===== config.mk =====
export PLATFORM = sky130hd
export DESIGN_NAME = mu0_ctrl_seq
export DESIGN_NICKNAME = d
export VERILOG_FILES = /design/src/rtl/mu0_ctrl_seq.sv
export SDC_FILE = /design/constraint.sdc
export NUM_CORES = 1
export LEC_CHECK = 0
export BUFFER_PORTS_ARGS = -buffer_cell sky130_fd_sc_hd__buf_2
export CAP_MARGIN = 40
export CORE_MARGIN = 2
export CORE_UTILIZATION = 39
export DETAILED_ROUTE_END_ITERATION = 8
export PLACE_DENSITY = 0.7
export SLEW_MARGIN = 10
export SYNTH_ARGS = -nofsm -noshare
export SYNTH_HDL_FRONTEND = slang
export SYNTH_SLANG_ARGS = --single-unit

===== constraint.sdc =====
create_clock -name Clk -period 2.15 [get_ports Clk]
set_input_delay 0.215 -clock Clk [delete_from_list [all_inputs] [get_ports Clk]]
set_output_delay 0.215 -clock Clk [all_outputs]
set_load 0.1 [all_outputs]

===== src/rtl/mu0_ctrl_seq.sv =====
// MU0 multi-cycle fetch/execute control sequencer with a req/ready memory handshake.
// Build option: define MU0_ILLEGAL_TRAP_EN to halt on opcodes 8-F; otherwise they retire as NOPs.
module mu0_ctrl_seq #(
  parameter int CNT_W = 16
) (
  input  logic             Clk,
  input  logic             nReset,
  input  logic [3:0]       F,
  input  logic             N,
  input  logic             Z,
  input  logic             MemRdy,
  output logic             MemReq,
  output logic             Rd,
  output logic             Wr,
  output logic             Addr_sel,
  output logic             X_sel,
  output logic             Y_sel,
  output logic [1:0]       M,
  output logic             PC_En,
  output logic             IR_En,
  output logic             Acc_En,
  output logic             Halted,
  output logic             Illegal,
  output logic [CNT_W-1:0] RetCnt
);

  typedef enum logic [1:0] {
    FETCH = 2'd0,
    EXEC  = 2'd1,
    HALT  = 2'd2
  } state_t;

  state_t           state_reg, state_next;
  logic [CNT_W-1:0] cnt_reg;
  logic             retire;
  logic             done;
  logic             jump;
  logic             mem_req, rd, wr, addr_sel, x_sel, y_sel;
  logic [1:0]       m;
  logic             pc_en, ir_en, acc_en, halted;
`ifdef MU0_ILLEGAL_TRAP_EN
  logic             trap;
  logic             illegal_reg;
`endif

  always_comb begin
    state_next = state_reg;
    retire     = 1'b0;
    done       = 1'b0;
    jump       = 1'b0;
    mem_req    = 1'b0;
    rd         = 1'b0;
    wr         = 1'b0;
    addr_sel   = 1'b0;
    x_sel      = 1'b0;
    y_sel      = 1'b0;
    m          = 2'b00;
    pc_en      = 1'b0;
    ir_en      = 1'b0;
    acc_en     = 1'b0;
    halted     = 1'b0;
`ifdef MU0_ILLEGAL_TRAP_EN
    trap       = 1'b0;
`endif
    case (state_reg)
      FETCH: begin
        mem_req = 1'b1;
        rd      = 1'b1;
        if (MemRdy) begin
          ir_en      = 1'b1;
          pc_en      = 1'b1;
          m          = 2'b10;
          state_next = EXEC;
        end
      end
      EXEC: begin
        case (F)
          4'h0: begin
            mem_req  = 1'b1;
            rd       = 1'b1;
            addr_sel = 1'b1;
            if (MemRdy) begin
              acc_en = 1'b1;
              done   = 1'b1;
            end
          end
          4'h1: begin
            mem_req  = 1'b1;
            wr       = 1'b1;
            addr_sel = 1'b1;
            done     = MemRdy;
          end
          4'h2, 4'h3: begin
            mem_req  = 1'b1;
            rd       = 1'b1;
            addr_sel = 1'b1;
            if (MemRdy) begin
              x_sel  = 1'b1;
              m      = (F == 4'h2) ? 2'b01 : 2'b11;
              acc_en = 1'b1;
              done   = 1'b1;
            end
          end
          4'h4: begin
            jump = 1'b1;
            done = 1'b1;
          end
          4'h5: begin
            jump = !N;
            done = 1'b1;
          end
          4'h6: begin
            jump = !Z;
            done = 1'b1;
          end
          4'h7: begin
            retire     = 1'b1;
            state_next = HALT;
          end
          default: begin
`ifdef MU0_ILLEGAL_TRAP_EN
            trap       = 1'b1;
            state_next = HALT;
`else
            done = 1'b1;
`endif
          end
        endcase
        // Branch target comes straight from IR[11:0] through the ALU pass-Y path.
        if (jump) begin
          y_sel = 1'b1;
          m     = 2'b00;
          pc_en = 1'b1;
        end
        if (done) begin
          retire     = 1'b1;
          state_next = FETCH;
        end
      end
      HALT: halted = 1'b1;
      default: state_next = FETCH;
    endcase
  end

  always_ff @(posedge Clk) begin
    if (!nReset) begin
      state_reg <= FETCH;
      cnt_reg   <= '0;
    end else begin
      state_reg <= state_next;
      if (retire && (cnt_reg != {CNT_W{1'b1}}))
        cnt_reg <= cnt_reg + CNT_W'(1);
    end
  end

`ifdef MU0_ILLEGAL_TRAP_EN
  always_ff @(posedge Clk) begin
    if (!nReset)
      illegal_reg <= 1'b0;
    else if (trap)
      illegal_reg <= 1'b1;
  end
  assign Illegal = nReset & illegal_reg;
`else
  assign Illegal = 1'b0;
`endif

  // Reset overrides everything combinationally so the datapath sees idle strobes at once.
  assign MemReq   = nReset & mem_req;
  assign Rd       = nReset & rd;
  assign Wr       = nReset & wr;
  assign Addr_sel = nReset & addr_sel;
  assign X_sel    = nReset & x_sel;
  assign Y_sel    = nReset & y_sel;
  assign M        = nReset ? m : 2'b00;
  assign PC_En    = nReset & pc_en;
  assign IR_En    = nReset & ir_en;
  assign Acc_En   = nReset & acc_en;
  assign Halted   = nReset & halted;
  assign RetCnt   = nReset ? cnt_reg : '0;

endmodule


==> results of run 1 <==
[stage by stage]
stage                      util  TNS, ps  area (um^2)  instances
after floorplan               -     -503         1240        145
after global placement    0.516        0         1540        211
after detailed placement  0.516        0         1540        211
after CTS                 0.524        0         1560        214
after global routing      0.525    -13.9         1560        214
final                     0.525        0         1560        214
[cell usage in the layout (no fill, tap or decap), types with 3 or more instances in the layout]
| master | netlist | routed |
|---|---|---|
| sky130_fd_sc_hd__buf_2 | 0 | 30 |
| sky130_fd_sc_hd__dfxtp_1 | 18 | 18 |
| sky130_fd_sc_hd__and2_1 | 14 | 14 |
| sky130_fd_sc_hd__nand2_1 | 10 | 10 |
| sky130_fd_sc_hd__nor2_1 | 12 | 10 |
| sky130_fd_sc_hd__a21oi_1 | 12 | 10 |
| sky130_fd_sc_hd__nand3_1 | 7 | 7 |
| sky130_fd_sc_hd__o31ai_1 | 6 | 6 |
| sky130_fd_sc_hd__buf_12 | 0 | 6 |
| sky130_fd_sc_hd__mux2_1 | 5 | 5 |
| sky130_fd_sc_hd__or4_1 | 5 | 5 |
| sky130_fd_sc_hd__nand2b_1 | 4 | 4 |
| sky130_fd_sc_hd__or3_1 | 4 | 4 |
| sky130_fd_sc_hd__and2_2 | 3 | 3 |
| sky130_fd_sc_hd__nand4_2 | 3 | 3 |
| sky130_fd_sc_hd__nor3_1 | 3 | 3 |
| sky130_fd_sc_hd__clkbuf_4 | 0 | 3 |
[power groups by stage]
stage                     clock network, W  registers, W  logic, W
final                             0.000166      0.000341  0.000145
after global routing              0.000193      0.000343  0.000154
after detailed placement                 0      0.000349  0.000145
after floorplan                          0      0.000348  0.000110
after CTS                         0.000174      0.000341  0.000145
after global placement                   0      0.000349  0.000143
[worst min-delay path, cell delays in order]
cell and delay [ps]:
sky130_fd_sc_hd__buf_2 140, sky130_fd_sc_hd__nor2_1 60, sky130_fd_sc_hd__nand2_1 50, sky130_fd_sc_hd__a21oi_1 60
[kinds of logic after synthesis]
logic type	after synthesis
other	1
flip-flops	18
buffers and inverters	7
multiplexers	6
AND/OR/NAND/NOR	87
adder cells (fa/ha/maj)	1
AO/OA/AOI/OAI	25
[worst max path at each step]
| stage | from | end | slack (ps) | cells after the start |
|---|---|---|---|---|
| after global routing | state_reg[1]$_SDFFE_PN0P_ | Acc_En | -10 | 5 |
| final | state_reg[1]$_SDFFE_PN0P_ | Acc_En | 140 | 5 |
| after floorplan | F[3] | M[1] | -170 | 3 |
| after global placement | cnt_reg[13]$_SDFFE_PN0P_ | cnt_reg[15]$_SDFFE_PN0P_ | 380 | 4 |
| after CTS | state_reg[1]$_SDFFE_PN0P_ | Acc_En | 20 | 5 |
| after detailed placement | cnt_reg[0]$_SDFFE_PN0P_ | cnt_reg[14]$_SDFFE_PN0P_ | 320 | 5 |
[per-layer routing]
layer  vias up  GRT usage
li1        607          -
met1       571      0.185
met2        30      0.300
met3         5     0.0262
met4         0     0.0812
met5         -          0
[final cells by class]
class                           count  area (um^2)  share of cell area
Multi-Input combinational cell    120          847               0.542
Sequential cell                    18          360               0.230
Timing Repair Buffer               38          285               0.182
Tap cell                           33         41.3              0.0264
Clock buffer                        3         22.5              0.0144
Inverter                            2         7.51             0.00480
==> metrics.cfg, run 1 <==
[pwr]
p_int_w = 0.000437
total_switching_power_w = 0.000215
fraction_of_power_spent_switching_nets = 0.330
static_leak_nw = 0.720
vdd_ir_drop_max_uv = 250
total_power_w = 0.000652
combPwrFrac = 0.222
power_density_mw_per_mm2 = 417
clock_power_share = 0.255
power.sequential.fraction = 0.524

[routing]
drt_drc_violations_left = 0
detail_route.first_pass.iterations = 4
routedWlPerCell_um = 12.9
met1Wirelength_um = 1150
total_length_of_routed_wires_um = 2770
drt-vias-per-instance = 5.67
route.met2.wl_um = 1430
met3WireLength_um = 144
top_routing_layer_used = met4
vias = 1213
postRouteAntennaNets = 0
drtIter0Drc = 44

[sta]
timing_max_transition_violations_final = 0
post-route-worst-setup-slack_ps = 141
finalWorstPathRequiredPeriod_ps = 2010
setup_viol = 0
fmax_mhz = 498
hold-worst-slack_ps = 264
slew_headroom = 0.588
worst_pin_slew_ps = 613
post-route-period-util = 0.934
finalClockSkew_ps = 5.56
finalHoldViolations = 0

[logic_synthesis]
async_reset_ff_frac = 0
post_synth_xor_area_fraction = 0
synth.largest_area_cell = sky130_fd_sc_hd__dfxtp_1
seq_cells_post_synth = 18
avgSynthCellArea_um2 = 8.27
synthesis.nets = 155
distinct_cell_type_count_after_synthesis = 38
area_fraction_in_compound_gates_after_synthesis = 0.130
synth-warning-count = 0
synth_fa_ha_area_frac = 0.0104
post_synth_mux_area_share = 0.0595
yosysMostFrequentCell = sky130_fd_sc_hd__dfxtp_1
yosys_most_used_dff = sky130_fd_sc_hd__dfxtp_1
netlist_area_before_placement_mm2 = 0.00120
post_synth_inst_count = 145
synth_edf_count = 0
post_synth_and_or_nand_nor_area_fraction = 0.468
dominant_combinational_cell_family_by_area_after_synthesis = simple AND/OR/NAND/NOR gates
synth_top_cells_by_count = 18 x sky130_fd_sc_hd__dfxtp_1, 14 x sky130_fd_sc_hd__and2_1, 12 x sky130_fd_sc_hd__a21oi_1, 12 x sky130_fd_sc_hd__nor2_1, 10 x sky130_fd_sc_hd__nand2_1
synth.top_cell.area_share = 0.301
largest_cells_by_area_after_synthesis = sky130_fd_sc_hd__dfxtp_1 30%, sky130_fd_sc_hd__and2_1 7.3%, sky130_fd_sc_hd__a21oi_1 5.0%
ys_seq_area_frac = 0.301

[floorplan]
design.die.area_mm2 = 0.00353
core_area_mm2 = 0.00298
fp.dieH_um = 59.4
io_pins = 38
floorplan.initialDensity = 0.403
rows = 20
die_x_um = 59.4

[cts]
clk_transition_reported_paths_ps = 100
depth_of_the_cts_h_tree = 1
tritoncts = yes
clock_latency_ps = 290
cts-buffers-inserted = 3
cts_hold_buf = 0
post_cts_resized = 0
clock_sink_count = 18
clock_tree.buffer_depth = 2
cts.root.buffer_cell = sky130_fd_sc_hd__clkbuf_4
postCtsSetupRepairBufs = 0

[grt]
track_usage = 0.166
first_pass_grt_wire_length_um = 4520
overflow = 0
first_global_vias = 1064
grt_antenna_before_repair = 0
largest_net_degree_at_the_start_of_global_routing = 20

[critical_path]
worst_ep_required_time_ps = 1930
path_cells = nand2b_1 -> nor3b_2 -> nor2b_4 -> and3_2 -> buf_12
r2r_endpoint = cnt_reg[14]$_SDFFE_PN0P_
cp_num_buf_inv = 1
timing.critical_path.fanout_max = 5
critical_path.top_delay_family = simple AND/OR/NAND/NOR gates
cp_slowest_stage_delay_ps = 330
cp_slowest_cell = sky130_fd_sc_hd__dfxtp_1
reg2regPathDepth = 5
worstReg2RegStart = cnt_reg[0]$_SDFFE_PN0P_
setup.worst_path.end_class = primary output
startpoint_type = flop
criticalPathCategory = flop to primary output
reg2reg_slack_ps = 320
worst_ep_arrival_time_ps = 1790

[placed_design]
dp_hpwl_um = 2150
portBuffers = 36
post_place_worst_slack_ps = 324
gpl.final_weighted_congestion = 0.839

[final_layout]
flip_flop_count_of_the_largest_register_all_copies_and_words_added = 16
layout-area-overhead-vs-synth_pct = 30.5
post_route_cells_drive_above_1_share = 0.370
n_antenna_cell = 0
finalNetCount = 193
filler_cell_count = 297

[worst_hold_path]
hold_path.startpoint = MemRdy
timing.hold.worst.class = primary input to flop
hold_path_depth = 4
min_delay_worst_endpoint = state_reg[0]$_SDFFE_PN0P_

[outcome]
outcome = complete, no violations

[flow_run]
max_cap_viol_count = 0

(Power assumes the default switching activity.)
==> inputs of run 2 (changes only) <==
--- a/config.mk
+++ b/config.mk
@@ -10,7 +10,6 @@
 export CORE_MARGIN = 2
 export CORE_UTILIZATION = 39
 export DETAILED_ROUTE_END_ITERATION = 8
-export PLACE_DENSITY = 0.7
 export SLEW_MARGIN = 10
 export SYNTH_ARGS = -nofsm -noshare
 export SYNTH_HDL_FRONTEND = slang
==> run 2 against run 1 <==
Power grew 7.7%. Via count grew 2.1%. Die area is the same. Routed wire length grew 8.7%. Cell area grew 1.4%. Register-to-register slack lost 50 ps. Clock-buffer cell count grew 1. Non-clock buffer count grew 1. Setup slack gained 50 ps. Largest cell class unchanged. Largest power group unchanged.
==> metrics.cfg, run 2 (synthesis gave the netlist of run 1 again) <==
[grt]
routing_usage_on_met3 = 0.0284  ; +0.00218
overflow = 0  ; unchanged
grt_antenna_before_repair = 0  ; unchanged
grt.met1_usage = 0.212  ; +0.0272
gr-max-usage-layer = met2
track_usage = 0.182  ; +0.0164
largest_net_degree_at_the_start_of_global_routing = 20  ; unchanged
first_pass_grt_wire_length_um = 4890  ; +8.1%
gr-usage-met2 = 0.328  ; +0.0283
first_global_vias = 1125  ; +5.7%

[floorplan]
core_area_mm2 = 0.00298  ; unchanged
rows = 20  ; unchanged
floorplan.initialDensity = 0.403  ; unchanged
io_pins = 38  ; unchanged
design.die.area_mm2 = 0.00353  ; unchanged
die_x_um = 59.4  ; unchanged
fp.dieH_um = 59.4  ; unchanged

[cts]
clock_tree.buffer_depth = 2  ; unchanged
cts.root.buffer_cell = sky130_fd_sc_hd__clkbuf_4
tritoncts = yes
cts-buffers-inserted = 3  ; unchanged
clk_transition_reported_paths_ps = 100  ; about the same
depth_of_the_cts_h_tree = 1  ; unchanged
clock_latency_ps = 300  ; about the same
clock_sink_count = 18  ; unchanged

[critical_path]
worst_ep_arrival_time_ps = 1740  ; -50 ps
worstReg2RegStart = cnt_reg[3]$_SDFFE_PN0P_
reg2reg_slack_ps = 270  ; -50 ps
timing.critical_path.fanout_max = 5  ; unchanged
setup.worst_path.end_class = primary output
reg2regPathDepth = 4  ; -1
criticalPathCategory = flop to primary output
r2r_endpoint = cnt_reg[15]$_SDFFE_PN0P_
startpoint_type = flop
worst_ep_required_time_ps = 1930  ; about the same

[sta]
timing_max_transition_violations_final = 0  ; unchanged
fmax_mhz = 510  ; +2.5%
finalHoldViolations = 0  ; unchanged
slew_headroom = 0.604  ; +0.0160
post-route-period-util = 0.911  ; -0.0231
finalWorstPathRequiredPeriod_ps = 1960  ; -49.8 ps
setup_viol = 0  ; unchanged
timing.setup.tns_ps = 0  ; unchanged
finalClockSkew_ps = 4.64  ; -0.923 ps
worst_pin_slew_ps = 589  ; -23.7 ps
hold-worst-slack_ps = 289  ; +25.4 ps
setup_repair_after_global_routing_missed_its_margin = no

[pwr]
static_leak_nw = 0.732  ; +1.7%
total_power_w = 0.000702  ; +7.7%
power_density_mw_per_mm2 = 443  ; +6.2%
vdd_ir_drop_max_uv = 264  ; +5.6%

[worst_hold_path]
hold_path_depth = 3  ; -1
timing.hold.worst.class = primary input to flop
hold_path.startpoint = F[3]
min_delay_worst_endpoint = state_reg[1]$_SDFFE_PN0P_

[routing]
drt_drc_violations_left = 0  ; unchanged
routedWlPerCell_um = 13.9  ; +7.7%
drtIter0Drc = 41  ; -6.8%
drt-vias-per-instance = 5.74  ; +1.2%
total_length_of_routed_wires_um = 3010  ; +8.7%
vias = 1239  ; +2.1%
detail_route.first_pass.iterations = 4  ; unchanged
postRouteAntennaNets = 0  ; unchanged

[flow_run]
max_cap_viol_count = 0  ; unchanged

[final_layout]
flip_flop_count_of_the_largest_register_all_copies_and_words_added = 16  ; unchanged
regArea_um2 = 360  ; unchanged
most_frequent_cells_in_the_layout = 30 x sky130_fd_sc_hd__buf_2, 18 x sky130_fd_sc_hd__dfxtp_1, 14 x sky130_fd_sc_hd__and2_1
post_route_cells_drive_above_1_share = 0.377  ; +0.00688
multi_input_comb_area_um2 = 847  ; unchanged
n_antenna_cell = 0  ; unchanged
stdcell_area_mm2 = 0.00159  ; +1.4%
finalNetCount = 194  ; +0.52%
filler_cell_count = 298  ; +0.34%
layout-area-overhead-vs-synth_pct = 32.3
layout.cells.most_common = sky130_fd_sc_hd__buf_2
finalCoreUtilization = 0.532  ; +0.00714

[outcome]
outcome = complete, no violations

[placed_design]
gpl.final_weighted_congestion = 0.787  ; -6.2%
dpl-instance-area_mm2 = 0.00154  ; +0.49%
dp_hpwl_um = 2240  ; +4.3%
portBuffers = 36  ; unchanged

-- run 2: changes by cell type in the layout (fill, tap and decap cells not counted) --
cell | before | now
sky130_fd_sc_hd__clkbuf_8 | 0 | 1
sky130_fd_sc_hd__buf_4 | 2 | 3
-- run 2: how the worst max path moves through the flow --
stage               cells past startpoint                       from                       end  slack, ps
floorplan                               3                       F[3]                      M[1]       -170
global placement                        4    cnt_reg[7]$_SDFFE_PN0P_   cnt_reg[4]$_SDFFE_PN0P_        370
detailed placement                      4   cnt_reg[13]$_SDFFE_PN0P_  cnt_reg[15]$_SDFFE_PN0P_        320
CTS                                     5  state_reg[1]$_SDFFE_PN0P_                    Acc_En         60
global route                            5  state_reg[1]$_SDFFE_PN0P_                    Acc_En         60
finish                                  5  state_reg[1]$_SDFFE_PN0P_                    Acc_En        190
-- run 2: cell type report --
class | instances | share of cell area
clock buffers | 4 | 0.0229
inverters | 2 | 0.00474
multi-input cells | 120 | 0.534
flip-flops and latches | 18 | 0.227
well taps | 33 | 0.0260
repair buffers | 39 | 0.185
-- run 2: what timing repair did --
item,4_1_cts,5_1_grt
hold buffers,0,0
setup buffers,0,0
setup endpoints to repair,0,4
gates resized for setup,0,1
hold endpoints to repair,0,0
-- run 2: metrics by stage --
stage	instances	setup WS (ps)
after global placement	212	371
after CTS	216	63.7
after detailed placement	212	318
after global routing	216	62.7
final	216	191
after floorplan	145	-170
-- run 2: critical path, cell delays in order (launching register included) --
cell                       delay [ps]
sky130_fd_sc_hd__dfxtp_1          330
sky130_fd_sc_hd__nand2b_1         240
sky130_fd_sc_hd__nor3b_2          260
sky130_fd_sc_hd__nor2b_4          240
sky130_fd_sc_hd__and3_2           220
sky130_fd_sc_hd__buf_12           170
-- run 2: per-layer routing --
metal  routed length [um]  part of all wire
met5                    0                 0
met4                   42             0.014
met3                  180             0.060
met2                 1490              0.49
met1                 1300              0.43
-- run 2: where the power goes --
part           internal [W]  switching [W]  total [W]  leakage [nW]
Clock              0.000103       0.000111   0.000214        0.0210
Sequential         0.000337     0.00000481   0.000341         0.145
Combinational     0.0000365       0.000111   0.000147         0.566
==> inputs of run 3 (changes only) <==
--- a/config.mk
+++ b/config.mk
@@ -7,10 +7,12 @@
 export LEC_CHECK = 0
 export BUFFER_PORTS_ARGS = -buffer_cell sky130_fd_sc_hd__buf_2
 export CAP_MARGIN = 40
+export CELL_PAD_IN_SITES_DETAIL_PLACEMENT = 1
+export CELL_PAD_IN_SITES_GLOBAL_PLACEMENT = 1
 export CORE_MARGIN = 2
-export CORE_UTILIZATION = 39
+export CORE_UTILIZATION = 36
 export DETAILED_ROUTE_END_ITERATION = 8
-export SLEW_MARGIN = 10
+export PLACE_DENSITY_LB_ADDON = 0.1
 export SYNTH_ARGS = -nofsm -noshare
 export SYNTH_HDL_FRONTEND = slang
 export SYNTH_SLANG_ARGS = --single-unit
==> run 3 against run 2 <==
Sequential power hardly changed. Clock skew is 2.3 ps higher. Routed wire length is 8.6% higher. Combinational power hardly changed. First-iteration DRC count is 22% lower. Core utilization is 1.2 points lower. Setup slack worse by 54 ps. Via count is 1.9% lower. Clock-buffer cell count is 1 lower. Worst hold slack worse by 33 ps. Die area is 7.7% higher. Maximum frequency is 2.7% lower. Largest cell class unchanged. Largest power group unchanged.
==> metrics.cfg, run 3 (synthesis gave the netlist of run 1 again) <==
[sta]
finalClockSkew_ps = 6.94  ; +2.30 ps
timing_max_transition_violations_final = 0  ; unchanged
post-route-period-util = 0.936  ; +0.0251
setup_viol = 0  ; unchanged
finalHoldViolations = 0  ; unchanged
setup_repair_after_global_routing_missed_its_margin = no
finalWorstPathRequiredPeriod_ps = 2010  ; +54.0 ps
fmax_mhz = 497  ; -2.7%

[critical_path]
timing.critical_path.fanout_max = 5  ; unchanged
path_cells = nand2b_1 -> nor3b_2 -> nor2b_4 -> and3_2 -> buf_12
reg2reg_slack_ps = 290  ; +20 ps
criticalPathCategory = flop to primary output
setup.worst_path.start = state_reg[1]$_SDFFE_PN0P_
startpoint_type = flop
r2r_endpoint = cnt_reg[15]$_SDFFE_PN0P_
setup.worst_path.end_class = primary output
reg2regPathDepth = 4  ; unchanged
worstReg2RegStart = cnt_reg[3]$_SDFFE_PN0P_
cp_slowest_cell = sky130_fd_sc_hd__dfxtp_1
cp_slowest_stage_delay_ps = 340  ; about the same
worst_ep_arrival_time_ps = 1800  ; +60 ps
crit_end = Acc_En
worst_ep_required_time_ps = 1930  ; about the same

[routing]
drt-vias-per-instance = 5.33  ; -7.1%
drt_drc_violations_left = 0  ; unchanged
postRouteAntennaNets = 0  ; unchanged
detail_route.first_pass.iterations = 3  ; -1
vias = 1215  ; -1.9%
total_length_of_routed_wires_um = 3270  ; +8.6%
drtIter0Drc = 32  ; -22%
routedWlPerCell_um = 14.4  ; +2.9%

[placed_design]
dpl-instance-area_mm2 = 0.00159  ; +2.8%
dp_hpwl_um = 2560  ; +14%
gpl.final_weighted_congestion = 0.724  ; -7.9%
portBuffers = 36  ; unchanged

[grt]
overflow = 0  ; unchanged
first_pass_grt_wire_length_um = 5190  ; +6.2%
first_global_vias = 1123  ; -0.18%
largest_net_degree_at_the_start_of_global_routing = 20  ; unchanged
track_usage = 0.186  ; +0.00435
grt_antenna_before_repair = 0  ; unchanged

[final_layout]
post_route_cells_drive_above_1_share = 0.380  ; +0.00339
layout.cells.most_common = sky130_fd_sc_hd__buf_2
layout-area-overhead-vs-synth_pct = 34.8
finalCoreUtilization = 0.521  ; -0.0118
finalNetCount = 196  ; +1.0%
stdcell_area_mm2 = 0.00162  ; +1.9%
filler_cell_count = 411  ; +38%
most_frequent_cells_in_the_layout = 29 x sky130_fd_sc_hd__buf_2, 18 x sky130_fd_sc_hd__dfxtp_1, 14 x sky130_fd_sc_hd__and2_1
n_antenna_cell = 0  ; unchanged
flip_flop_count_of_the_largest_register_all_copies_and_words_added = 16  ; unchanged

[floorplan]
die_x_um = 61.7  ; +3.8%
rows = 20  ; unchanged
design.die.area_mm2 = 0.00381  ; +7.7%
io_pins = 38  ; unchanged
fp.dieH_um = 61.7  ; +3.8%
core_area_mm2 = 0.00310  ; +4.2%
floorplan.initialDensity = 0.386  ; -0.0162

[cts]
clk_transition_reported_paths_ps = 110  ; about the same
cts_hold_buf = 0  ; unchanged
cts-buffers-inserted = 3  ; unchanged
clock_latency_ps = 310  ; about the same
clock_tree.buffer_depth = 2  ; unchanged
clock_sink_count = 18  ; unchanged
tritoncts = yes
depth_of_the_cts_h_tree = 1  ; unchanged
cts.root.buffer_cell = sky130_fd_sc_hd__clkbuf_4

[pwr]
power_density_mw_per_mm2 = 417  ; -6.0%
vdd_ir_drop_max_uv = 183  ; -30%
static_leak_nw = 0.737  ; +0.68%

[outcome]
outcome = complete, no violations

[worst_hold_path]
hold_path_depth = 4  ; +1
hold_path.startpoint = MemRdy
timing.hold.worst.class = primary input to flop

[flow_run]
max_cap_viol_count = 0  ; unchanged

run 3: cell count changes in the layout (fill, tap and decap cells not counted):
cell	delta
sky130_fd_sc_hd__buf_2	-1
sky130_fd_sc_hd__buf_4	+2
sky130_fd_sc_hd__buf_12	+1
sky130_fd_sc_hd__clkbuf_8	-1
run 3: report_power, final:
part	switching [W]	total, W	internal, W	leakage [nW]
clock network	0.000117	0.000183	0.0000657	0.0138
registers	0.00000493	0.000341	0.000337	0.145
logic	0.000112	0.000149	0.0000369	0.578
run 3: how the worst min path moves through the flow:
stage                                           end  slack (ps)
final                     state_reg[0]$_SDFFE_PN0P_         260
after floorplan           state_reg[0]$_SDFFE_PN0P_         390
after CTS                 state_reg[1]$_SDFFE_PN0P_         260
after global placement     cnt_reg[10]$_SDFFE_PN0P_         490
after global routing      state_reg[0]$_SDFFE_PN0P_         280
after detailed placement   cnt_reg[10]$_SDFFE_PN0P_         500
run 3: metrics by stage:
| step | hold WS [ps] | total power [W] | TNS [ps] | instances | setup WS [ps] |
|---|---|---|---|---|---|
| floorplan | 394 | 0.000458 | -503 | 145 | -170 |
| global placement | 494 | 0.000495 | 0 | 225 | 374 |
| detailed placement | 503 | 0.000498 | 0 | 225 | 310 |
| CTS | 262 | 0.000676 | 0 | 228 | 25.8 |
| global route | 280 | 0.000699 | 0 | 228 | 16.1 |
| finish | 256 | 0.000673 | 0 | 228 | 137 |
run 3: layout make-up:
| cell class | instances | area [um^2] | area share |
|---|---|---|---|
| Multi-Input combinational cell | 120 | 847 | 0.524 |
| Sequential cell | 18 | 360 | 0.223 |
| Timing Repair Buffer | 41 | 323 | 0.200 |
| Tap cell | 44 | 55.1 | 0.0341 |
| Clock buffer | 3 | 22.5 | 0.0139 |
| Inverter | 2 | 7.51 | 0.00465 |
run 3: critical path: cells and delay by family, from the launching register on:
kind	cells	cell delay (ps)
buf+inv	1	170
flops	1	340
simple gates	4	980
run 3: repair_timing:
| item | in CTS | in global routing |
|---|---|---|
| gates resized for setup | 0 | 1 |
| endpoints found under the hold margin | 0 | 0 |
| setup buffers | 0 | 0 |
| endpoints found under the setup margin | 0 | 4 |
run 3: per-layer routing:
layer	GRT usage	wire, um
met3	0.0290	150
met1	0.242	1570
met2	0.299	1470
met4	0.0942	76
met5	0	0
